File: config.mk
export PLATFORM = sky130hd
export DESIGN_NAME = alu_arbiter
export DESIGN_NICKNAME = d
export VERILOG_FILES = /design/src/rtl/alu_arb_pkg.sv /design/src/rtl/alu_arbiter_rr_picker.sv /design/src/rtl/alu_arbiter.sv
export SDC_FILE = /design/constraint.sdc
export NUM_CORES = 1
export LEC_CHECK = 0
export ABC_AREA = 1
export CORE_MARGIN = 8
export CORE_UTILIZATION = 38
export CTS_CLUSTER_DIAMETER = 100
export CTS_CLUSTER_SIZE = 28
export DETAILED_ROUTE_END_ITERATION = 16
export GPL_ROUTABILITY_DRIVEN = 1
export GPL_TIMING_DRIVEN = 1
export PLACE_DENSITY = 0.91
export SYNTH_ARGS = -nofsm -noshare
export SYNTH_HDL_FRONTEND = slang
export SYNTH_SLANG_ARGS = --single-unit
File: constraint.sdc
create_clock -name clk -period 2.1 [get_ports clk]
set_input_delay 0.315 -clock clk [delete_from_list [all_inputs] [get_ports clk]]
set_output_delay 0.315 -clock clk [all_outputs]
set_load 0.01 [all_outputs]
File: src/rtl/alu_arb_pkg.sv
// Shared types and constants for the ALU arbiter slice.
//   ARB_DATA_BITS : operand/result width of the shared ALU
//   ALU_LATENCY   : cycles from ALU operand capture to result
//   arb_state_e   : arbiter FSM encoding (IDLE = nothing in flight)
//   alu_op_t      : one ALU operation {a, b, sub}
package alu_arb_pkg;

  localparam int ARB_DATA_BITS = 8;
  localparam int ALU_LATENCY   = 1;

  typedef enum logic {
    ST_IDLE = 1'b0,
    ST_BUSY = 1'b1
  } arb_state_e;

  typedef struct packed {
    logic [ARB_DATA_BITS-1:0] a;
    logic [ARB_DATA_BITS-1:0] b;
    logic                     sub;
  } alu_op_t;

endpackage

File: src/rtl/alu_arbiter_rr_picker.sv
// Combinational round-robin picker.
//   req       : request vector
//   ptr       : index that has highest priority this cycle
//   grant     : one-hot of the chosen requester (0 when none)
//   grant_idx : index of the chosen requester
//   any       : at least one request is set
module rr_picker #(
  parameter  int N        = 4,
  localparam int IDX_BITS = (N > 1) ? $clog2(N) : 1
) (
  input  logic [N-1:0]        req,
  input  logic [IDX_BITS-1:0] ptr,
  output logic [N-1:0]        grant,
  output logic [IDX_BITS-1:0] grant_idx,
  output logic                any
);

  logic [IDX_BITS-1:0] idx_s;
  logic [IDX_BITS-1:0] cand_idx_s;
  logic                found_s;
  int                  cand_s;

  // Walk ptr, ptr+1, ... (mod N); the first set request wins.
  always_comb begin
    idx_s      = '0;
    found_s    = 1'b0;
    cand_s     = 0;
    cand_idx_s = '0;
    for (int k = 0; k < N; k++) begin
      cand_s     = (int'(ptr) + k) % N;
      cand_idx_s = IDX_BITS'(cand_s);
      idx_s      = (!found_s && req[cand_idx_s]) ? cand_idx_s : idx_s;
      found_s    = found_s | req[cand_idx_s];
    end
  end

  // Expand the winning index into a one-hot grant.
  always_comb begin
    grant_idx = idx_s;
    any       = found_s;
    grant     = found_s ? ({{(N-1){1'b0}}, 1'b1} << idx_s) : {N{1'b0}};
  end

endmodule

File: src/rtl/alu_arbiter.sv
// Round-robin arbiter in front of one registered add/sub ALU.
//   clk, reset                 : clock, synchronous active-low reset
//   req_valid/req_ready        : per-requester handshake (req_ready one-hot)
//   req_a/req_b/req_sub        : packed per-requester operands and op select
//   rsp_valid/rsp_ready        : single response channel
//   rsp_id/result/cout/zero    : response tag and ALU outputs passed through
//   alu_a/alu_b/alu_cin        : ALU operand drive
//   alu_result/alu_cout/zero   : ALU outputs
module alu_arbiter
  import alu_arb_pkg::*;
#(
  parameter  int DATA_BITS = ARB_DATA_BITS,
  parameter  int NUM_REQ   = 4,
  localparam int ID_BITS   = $clog2(NUM_REQ)
) (
  input  logic                           clk,
  input  logic                           reset,
  input  logic [NUM_REQ-1:0]             req_valid,
  output logic [NUM_REQ-1:0]             req_ready,
  input  logic [NUM_REQ*DATA_BITS-1:0]   req_a,
  input  logic [NUM_REQ*DATA_BITS-1:0]   req_b,
  input  logic [NUM_REQ-1:0]             req_sub,
  output logic                           rsp_valid,
  input  logic                           rsp_ready,
  output logic [ID_BITS-1:0]             rsp_id,
  output logic [DATA_BITS-1:0]           rsp_result,
  output logic                           rsp_cout,
  output logic                           rsp_zero,
  output logic [DATA_BITS-1:0]           alu_a,
  output logic [DATA_BITS-1:0]           alu_b,
  output logic                           alu_cin,
  input  logic [DATA_BITS-1:0]           alu_result,
  input  logic                           alu_cout,
  input  logic                           alu_zero
);

  arb_state_e          state_r;
  arb_state_e          state_nxt_s;
  logic [ID_BITS-1:0]  rr_ptr_r;
  logic [ID_BITS-1:0]  held_id_r;
  alu_op_t             held_op_r;
  alu_op_t             grant_op_s;

  logic                inflight_s;
  logic                stall_s;
  logic                accept_s;
  logic [NUM_REQ-1:0]  pick_grant_s;
  logic [ID_BITS-1:0]  pick_idx_s;
  logic                pick_any_s;

  rr_picker #(
    .N (NUM_REQ)
  ) u_rr_picker (
    .req       (req_valid),
    .ptr       (rr_ptr_r),
    .grant     (pick_grant_s),
    .grant_idx (pick_idx_s),
    .any       (pick_any_s)
  );

  // Handshake qualifiers; a pending response that is not taken blocks new grants
  // so the ALU result stays stable.
  always_comb begin
    inflight_s = (state_r == ST_BUSY);
    stall_s    = inflight_s & ~rsp_ready;
    accept_s   = reset & ~stall_s & pick_any_s;
    grant_op_s.a   = req_a[pick_idx_s*DATA_BITS +: DATA_BITS];
    grant_op_s.b   = req_b[pick_idx_s*DATA_BITS +: DATA_BITS];
    grant_op_s.sub = req_sub[pick_idx_s];
  end

  // FSM state register.
  always_ff @(posedge clk) begin
    if (!reset) begin
      state_r <= ST_IDLE;
    end else begin
      state_r <= state_nxt_s;
    end
  end

  // FSM next state: an accept always leaves an op in flight; BUSY only drains when
  // the response is taken and nothing new is accepted.
  always_comb begin
    state_nxt_s = state_r;
    case (state_r)
      ST_IDLE: begin
        if (accept_s) begin
          state_nxt_s = ST_BUSY;
        end else begin
          state_nxt_s = ST_IDLE;
        end
      end
      ST_BUSY: begin
        if (stall_s || accept_s) begin
          state_nxt_s = ST_BUSY;
        end else begin
          state_nxt_s = ST_IDLE;
        end
      end
      default: begin
        state_nxt_s = ST_IDLE;
      end
    endcase
  end

  // FSM outputs: grant, response channel and ALU operand mux. Outside the accept
  // cycle the ALU re-computes the held op, keeping its output constant.
  always_comb begin
    req_ready  = {NUM_REQ{1'b0}};
    rsp_valid  = 1'b0;
    alu_a      = {DATA_BITS{1'b0}};
    alu_b      = {DATA_BITS{1'b0}};
    alu_cin    = 1'b0;
    rsp_id     = held_id_r;
    rsp_result = alu_result;
    rsp_cout   = alu_cout;
    rsp_zero   = alu_zero;
    if (!reset) begin
      req_ready = {NUM_REQ{1'b0}};
      rsp_valid = 1'b0;
    end else if (accept_s) begin
      req_ready = pick_grant_s;
      rsp_valid = inflight_s;
      alu_a     = grant_op_s.a;
      alu_b     = grant_op_s.b;
      alu_cin   = grant_op_s.sub;
    end else begin
      req_ready = {NUM_REQ{1'b0}};
      rsp_valid = inflight_s;
      alu_a     = held_op_r.a;
      alu_b     = held_op_r.b;
      alu_cin   = held_op_r.sub;
    end
  end

  // Held op and round-robin pointer; both only move on an accept.
  always_ff @(posedge clk) begin
    if (!reset) begin
      rr_ptr_r  <= '0;
      held_id_r <= '0;
      held_op_r <= '0;
    end else if (accept_s) begin
      rr_ptr_r  <= (pick_idx_s == ID_BITS'(NUM_REQ-1)) ? '0 : pick_idx_s + 1'b1;
      held_id_r <= pick_idx_s;
      held_op_r <= grant_op_s;
    end else begin
      rr_ptr_r  <= rr_ptr_r;
      held_id_r <= held_id_r;
      held_op_r <= held_op_r;
    end
  end

endmodule

==> impl_metrics.ini <==
[outcome]
status = finished, violations left
violations = setup timing

[clock_tree]
clkLatencyLatePin_ps = 280
numCtsBuffers = 3
clockRootBuffer = clkbuf_8
cts.sinks = 22
htreeDepth = 1
clkTransAtPathRegs_ps = 80
cts_hold_buf = 0
clk_path_buf_depth = 2
cts_tree = done

[global_routing]
grt_remaining_overflow = 0
grt_pass1_wl_mm = 14.57
grt_antenna_before_repair = 0
grt_pass1_vias = 2997
grt_max_degree = 22
grt-busiest-layer = met2
grtUsageMet3_pct = 5.849
grt_use_met2_pct = 42.84
track_usage_pct = 24.08
met1_usage_pct = 25.98

[logic_synthesis]
synth-warning-count = 0
ys_ff_latch = 22
syn-num-nets = 429
syn_area_um2 = 1942
ys_types = 25
synth_area_leaders = dfxtp_1 23%, nand3_1 21%, nand2_1 21%
synth_largest_area_cell = dfxtp_1
syn_area_per_cell_um2 = 5.711
synth_top_area_share_pct = 22.68
synth_ff_type = dfxtp_1
postSynth.asyncResetShare_pct = 0
synthCells = 340
synth-edff-count = 0
synth_most_common_cell = nand2_1
ys_seq_area_share_pct = 22.68
synth_common_cells = 107 x nand2_1, 82 x nand3_1, 35 x nor2_1

[timing]
grt_setup_unrepaired = yes
clock_skew_ps = 8.889
finalCritPeriodShare_pct = 133.6
slew_viol_final = 0
timing.fmax_ghz = 0.3563
worst_slack_ps = -706.6
max_slew_margin_pct = 81.79
timing.hold.ws_ps = 501.4
finalHoldViolCount = 0
worst_slew_pin_slew_ps = 272.5
tns_ps = -14150
setup_viol = 34
period_minus_slack_ps = 2807

[setup_path]
cp-start-kind = flop
cp.arrival_ps = 2490
reg2reg_depth = 20
crit_path_end_kind = output port
r2r_slack_ps = -490
critPathKind = flop to output port
cp_max_fo = 6
r2r_end = held_op_r[13]$_SDFFE_PN0P_
rr_startpoint = rr_ptr_r[0]$_SDFFE_PN0P_
required_ps = 1780

[finish]
drive_gt1_share_pct = 42.00
stdcell_count = 551
diodes = 0
fin_area_um2 = 3993
nNetsFinal = 571
areaGrowthSynthToFinish_pct = 105.6
seq_area_um2 = 445.4
n_fill_cell = 323
multi_input_area_um2 = 1620

[floorplan]
die_x_um = 87.49
core_um2 = 5010
die_h_um = 87.49
die_area_um2 = 7654
initial_core_util_pct = 38.76
io_pins = 119
rows = 26

[place]
finalWeightedCongestion = 0.8927
portBuffers = 98
hpwlAfterDp_mm = 5.644
place_area_um2 = 3132
dp_cells = 517

[min_path]
holdCritStartpoint = held_op_r[0]$_SDFFE_PN0P_
worstHoldEndpoint = held_op_r[0]$_SDFFE_PN0P_
worst_hold_path.num_cells = 2
hp-class = flop to flop

[power]
finalPower_mw = 8.869
leakage_nw = 1.955
ir_worst_vdd_mv = 1.223
power_density_nw_per_um2 = 2221

[drt]
route.detailed.drc = 0
drtIter0Drc = 285
wl_per_cell_um = 20.31
vias_per_cell = 5.771
first_pass_iters = 5
ant_nets = 0
vias = 3180
wirelength_mm = 11.19

[run]
drv_cap = 0
-- power by group --
group | total [mW] | switching, mW | internal [mW]
sequential | 0.716 | 0.0916 | 0.625
clock | 0.322 | 0.154 | 0.168
combinational | 7.83 | 4.30 | 3.53
-- layout make-up --
type / count / share of cell area, %
clock buffer: 4 / 1.379
inverter: 33 / 3.980
multi-input combinational: 258 / 40.58
sequential: 22 / 11.16
tap: 70 / 2.194
timing repair buffer: 163 / 40.43
timing repair inverter: 1 / 0.2820
-- per-layer routing --
layer	routed length, um	vias up	part of all wire (%)
met1	3953	1474	35
met5	0	-	0
met2	5450	265	49
li1	-	1359	-
met3	1023	82	9.1
met4	763	0	6.8
-- registers in the layout, summed over array words and instances, names as in the netlist --
name,count
held_op_r,17
rr_ptr_r,2
rsp_id,2
inflight_s,1
-- worst max-delay path, cell delays in order, from the launching register on --
cell,delay [ps]
dfxtp_4,380
buf_6,130
buf_6,120
nand2_4,60
nand3_4,70
nand2_4,70
nor2_4,200
nand3_4,150
nand2_8,120
nand2_8,80
buf_12,150
buf_8,120
nand2_1,80
nand3_2,80
nand2_2,100
nand2_2,70
nand2_2,90
buf_6,110
-- placed cells by master (no fill, tap or decap), types with 2 or more instances in the layout --
cell type	n
nand2_1	75
clkdlybuf4s50_1	74
nand3_1	45
nand3_2	36
nand2_2	34
buf_4	32
nor2_1	26
buf_6	26
inv_1	24
dfxtp_1	20
buf_2	15
nor2_2	8
buf_12	8
nand2_4	5
inv_2	5
buf_8	5
nand3_4	4
nor2_4	4
clkbuf_8	4
nand3b_1	3
a21oi_1	3
ha_1	3
nand2_8	2
a21oi_2	2
inv_8	2
dlygate4sd2_1	2
-- cell families (layout without fill, tap and decap cells) --
kind of cell | count (synthesis) | after routing | share of synthesized area, %
compound gates | 9 | 9 | 2.384
fa+ha+maj | 4 | 4 | 2.577
buf+inv | 60 | 201 | 15.46
flops | 22 | 22 | 22.68
simple gates | 245 | 245 | 56.89
-- timing repair --
item                       in CTS  in global routing
pin swaps                      33                 38
setup buffers                  26                 14
setup endpoints to repair      21                 39
gates cloned                    2                  0
gates resized for setup       164                 88
-- stage by stage --
step | worst slack, ps | util (%)
global route | -771.2 | 79.70
global placement | -760.2 | 62.51
finish | -706.6 | 79.70
floorplan | 51.41 | -
detailed placement | -895.2 | 62.51
CTS | -449.5 | 72.63
-- how the worst max path moves through the flow --
stage          cells past startpoint      endpoint  slack (ps)                      from
3_5_place_dp                      15      alu_b[3]        -900              req_valid[2]
3_3_place_gp                      15      alu_b[3]        -760              req_valid[2]
6_report                          17      alu_b[1]        -710  rr_ptr_r[0]$_SDFFE_PN0P_
4_1_cts                           15      alu_b[5]        -450  rr_ptr_r[0]$_SDFFE_PN0P_
2_1_floorplan                     13  req_ready[2]          50  rr_ptr_r[0]$_SDFFE_PN0P_
5_1_grt                           17      alu_b[1]        -770  rr_ptr_r[0]$_SDFFE_PN0P_
(Power assumes the default switching activity.)
==> RTL change 1: new RTL, same flow settings <==
`NUM_REQ`: 4 -> 8.
--- a/src/rtl/alu_arbiter.sv
+++ b/src/rtl/alu_arbiter.sv
@@ -10,7 +10,7 @@
   import alu_arb_pkg::*;
 #(
   parameter  int DATA_BITS = ARB_DATA_BITS,
-  parameter  int NUM_REQ   = 4,
+  parameter  int NUM_REQ   = 8,
   localparam int ID_BITS   = $clog2(NUM_REQ)
 ) (
   input  logic                           clk,
Interface: changed (6 resized); port bits go from 119 to 196. No check against the original RTL was run, so the function may have changed too.
==> RTL change 1 against the unedited design <==
The run still ends with negative setup slack left; non-clock buffer count grew 154; wire length up 85%; worst setup slack worse by 0.98 ns; sequential cell count is 2 higher; first-iteration DRC count increased to 2.5 times the old value; via count up 82%; synthesized area rose by 82%; cell area up 82%; critical path type unchanged; highest routed layer unchanged.
Power is left out: the tool's default activity adds up to more than one toggle a clock period on the data nets, which glitch-free logic cannot reach.
==> RTL change 1: results (changes against the unedited design) <==
[outcome]
status=finished with violations
violations=negative setup slack

[placed_design]
port_buffers=175  ; +79%
dp_hpwl_mm=12.0  ; +110%
post-place-cells=978  ; +89%
routabilityCongestion=0.946  ; +5.9%

[timing]
setup_ws_ns=-1.69  ; -0.980 ns
setup_viol=49  ; +44%
finClkSkew_ns=0.00455  ; -0.00434 ns

[hold_path]
worstHoldStart=rsp_id[1]$_SDFFE_PN0P_
whs_endpoint=rsp_id[1]$_SDFFE_PN0P_

[drt]
drt-pass1-iter-count=7  ; +2
wl_per_cell_um=19.8  ; -2.7%
vias=5781  ; +82%
drtIter0Drc=724  ; +150%

[synth]
synth_adder_area_share_pct=0.708  ; -1.9 points
synth_compound_area_share_pct=7.72  ; +5.3 points
yosys-top-cells-area=nand2_1 19%, dfxtp_1 14%, inv_1 13%
synth_area_per_cell_um2=5.38  ; -5.8%
synthTopCellsByCount=175 x nand2_1, 122 x inv_1, 87 x nor2_1
synth-xor-area-share_pct=1.20  ; +1.2 points
ys_seq_area_share_pct=13.6  ; -9.1 points
synth_cell_types=37  ; +48%
ys_warn_count=0  ; unchanged

[setup_path]
r2r-end=held_op_r[14]$_SDFFE_PN0P_
critPathMaxFanout=7  ; +1
r2r_cells=23  ; +15%
r2r_slack_ns=-1.33  ; -0.84 ns
worstPathArrival_ns=3.47  ; +0.98 ns

[finish]
final_cells=1048  ; +90%
drive_gt1_share_pct=37.5  ; -4.5 points

[clocking]
clk_pin_slew_ns=0.11  ; +0.03 ns

[grt]
grt_pass1_vias=5327  ; +78%
grt_pass1_wl_mm=26.3  ; +81%

RTL change 1: logic make-up after synthesis:
logic type                 count (synthesis)
and+or+nand+nor                          408
xor gates and xnor gates                   4
DFF                                       24
adders and majority gates                  2
buffers and inverters                    171
AOI/OAI and AO/OA                         48
RTL change 1: repair_timing:
item / in CTS / in global routing
setup endpoints to repair: 49 / 50
setup buffers: 53 / 36
gates resized for setup: 189 / 155
cloned: 3 / 1
pin swaps: 18 / 68
RTL change 1: tightest hold or removal path: stages, from the launching register on:
cell and delay [ns]:
dfxtp_1 0.34, nand3_2 0.07, o21ai_2 0.04
RTL change 1: metal layers:
layer | up-vias | wire length, um | track usage [%]
met5 | - | 0 | 0
met4 | 0 | 1380 | 9.80
met3 | 144 | 2310 | 5.58
met2 | 465 | 9890 | 46.6
met1 | 2605 | 7140 | 28.5
li1 | 2567 | - | -
RTL change 1: worst max-delay path by stage:
| stage | start | to | slack (ns) | cells after the start |
|---|---|---|---|---|
| CTS | rr_ptr_r[1]$_SDFFE_PN0P_ | alu_a[2] | -1.38 | 21 |
| global placement | req_valid[7] | alu_a[4] | -1.59 | 19 |
| global route | rr_ptr_r[0]$_SDFFE_PN0P_ | alu_a[4] | -1.82 | 23 |
| detailed placement | req_valid[7] | alu_b[0] | -1.62 | 20 |
| floorplan | rr_ptr_r[0]$_SDFFE_PN0P_ | alu_b[7] | -0.88 | 21 |
| finish | rr_ptr_r[0]$_SDFFE_PN0P_ | alu_a[5] | -1.69 | 21 |
RTL change 1: stage by stage:
step,utilization [%],setup TNS (ns),hold WS (ns),setup WS [ns],instance area [um^2]
after detailed placement,64.7,-56.35,0.460,-1.62,5920
after global routing,79.3,-66.76,0.500,-1.82,7260
after global placement,64.7,-53.94,0.456,-1.59,5920
after floorplan,-,-30.53,0.485,-0.878,3760
final,79.3,-59.99,0.480,-1.69,7260
after CTS,72.8,-48.74,0.485,-1.38,6660
RTL change 1: final cells by class:
cell class	instances	area (um^2)
clock buffer	4	55.1
fill	547	1890
inverter	130	546
multi-input combinational	462	2970
sequential	24	489
tap	111	139
timing repair buffer	317	3060
==> RTL change 2: new RTL, same settings <==
Made on the original files. Reset style: asynchronous (`reset`), changed in 2 clocked blocks. Comments in the files are not updated.
--- a/src/rtl/alu_arbiter.sv
+++ b/src/rtl/alu_arbiter.sv
@@ -70,7 +70,7 @@
   end
 
   // FSM state register.
-  always_ff @(posedge clk) begin
+  always_ff @(posedge clk or negedge reset) begin
     if (!reset) begin
       state_r <= ST_IDLE;
     end else begin
@@ -134,7 +134,7 @@
   end
 
   // Held op and round-robin pointer; both only move on an accept.
-  always_ff @(posedge clk) begin
+  always_ff @(posedge clk or negedge reset) begin
     if (!reset) begin
       rr_ptr_r  <= '0;
       held_id_r <= '0;
Function: differs if reset is asserted again (counterexample within 4 cycles, from zero or initial values and one cycle with reset low); with reset held inactive, the same outputs for 10 cycles.
==> RTL change 2 against the unedited design <==
The flow still finishes with violations (negative setup slack); total power decreased by 13%; worst setup slack got worse by 0.026 ns; sequential cell count unchanged; combinational power fell by 15%; clock power shrank 17%; via count fell by 7.4%; synthesized area is 14% higher; wire length down 20%; cell area up 2.3%; critical endpoint is now alu_b[2]; largest power group unchanged.
==> RTL change 2: results (changes against the unedited design) <==
[grt]
grt_pass1_vias=2949  ; -1.6%
grt_pass1_wl_mm=13.3  ; -9.0%
grt_max_degree=24  ; +9.1%

[drt]
drt-pass1-iter-count=4  ; -1
via_per_inst=5.00  ; -13%
drtIter0Drc=132  ; -54%
drt_wl_total_mm=8.92  ; -20%
vias=2946  ; -7.4%

[synth]
synthArstFlopShare_pct=100  ; +100 points
synth_ff_type=dfrtp_1
synthTopCellsByCount=147 x nand2_1, 39 x inv_1, 37 x nand3_1
synthCells=376  ; +11%
synth_nets=462  ; +7.7%
ys_seq_area_share_pct=25.0  ; +2.3 points

[setup_path]
worstPathArrival_ns=2.52  ; +0.03 ns
max_stage_delay_ns=0.48  ; +0.10 ns
cpMaxStageDelayCell=dfrtp_2

[placed_design]
post-place-cells=554  ; +7.2%
routabilityCongestion=0.906  ; +1.5%
placed_area_um2=3450  ; +10%
dp_hpwl_mm=5.69  ; +0.85%

[hold_path]
hp-class=input port to asynchronous set/reset pin

[outcome]
violations=negative setup slack
status=finished with violations

[pwr]
vdd_drop_max_v=0.000993  ; -19%

[timing]
setup_ws_ns=-0.732  ; -0.0258 ns
setup_viol=39  ; +15%

[clocking]
clock_latency_ns=0.26  ; -0.02 ns

## RTL change 2: per-stage QoR
step                      setup slack (ns)  TNS (ns)
after CTS                           -0.601    -12.62
final                               -0.732    -16.90
after global placement              -0.837    -19.48
after detailed placement            -0.909    -22.55
after floorplan                     0.0331         0
after global routing                -0.870    -21.41
## RTL change 2: path summary, 6_finish.rpt
check / startpoint / to / slack (ns) / depth (start not counted)
setup / recovery: rr_ptr_r[0]$_DFFE_PN0P_ / alu_b[2] / -0.73 / 17
hold / removal: reset / held_op_r[4]$_DFFE_PN0P_ / 0.25 / 2
setup reg to reg: rr_ptr_r[0]$_DFFE_PN0P_ / held_op_r[6]$_DFFE_PN0P_ / -0.28 / 18
hold reg to reg: rsp_id[0]$_DFFE_PN0P_ / rsp_id[0]$_DFFE_PN0P_ / 0.51 / 1
max in group asynchronous: reset / rr_ptr_r[0]$_DFFE_PN0P_ / 1.69 / 2
min in group clk: rsp_id[0]$_DFFE_PN0P_ / rsp_id[0]$_DFFE_PN0P_ / 0.51 / 1
## RTL change 2: power groups by stage
stage | Clock, mW | Combinational [mW] | Sequential [mW]
global route | 0.289 | 7.23 | 0.755
floorplan | 0 | 2.82 | 0.714
global placement | 0 | 4.63 | 0.713
detailed placement | 0 | 4.77 | 0.724
finish | 0.266 | 6.69 | 0.733
CTS | 0.273 | 5.24 | 0.728
## RTL change 2: critical path: cells and delay by family (launching register included)
kind	cells	cell delay [ns]
AND/OR/NAND/NOR	14	1.23
buffers and inverters	3	0.52
flip-flops	1	0.48
## RTL change 2: logic make-up (layout without fill, tap and decap cells)
logic type      Yosys count  after routing  share of synthesized area [%]
buf+inv                  76            217                           17.2
compound gates            7              7                           1.76
fa+ha+maj                 1              1                          0.567
simple gates            270            270                           55.5
flops                    22             22                           25.0
## RTL change 2: repair_timing
action | 4_1_cts | 5_1_grt
resized for setup | 127 | 69
setup buffers | 16 | 12
endpoints found under the setup margin | 29 | 42
pin swaps | 26 | 25
gates cloned | 4 | 5
## RTL change 2: cell type report
type	instances	area, um^2
fillers	416	1490
repair inverters	1	7.51
inverters	48	188
multi-input cells	278	1540
well taps	72	90.1
clock buffers	3	41.3
repair buffers	165	1670
flip-flops and latches	22	552
## RTL change 2: metal layers
layer | vias to the layer above | global-route usage [%] | wire length [um]
met5 | - | 0 | 0
met4 | 0 | 5.23 | 134
met3 | 16 | 3.83 | 451
met2 | 99 | 35.2 | 4830
met1 | 1414 | 19.9 | 3500
li1 | 1417 | - | -
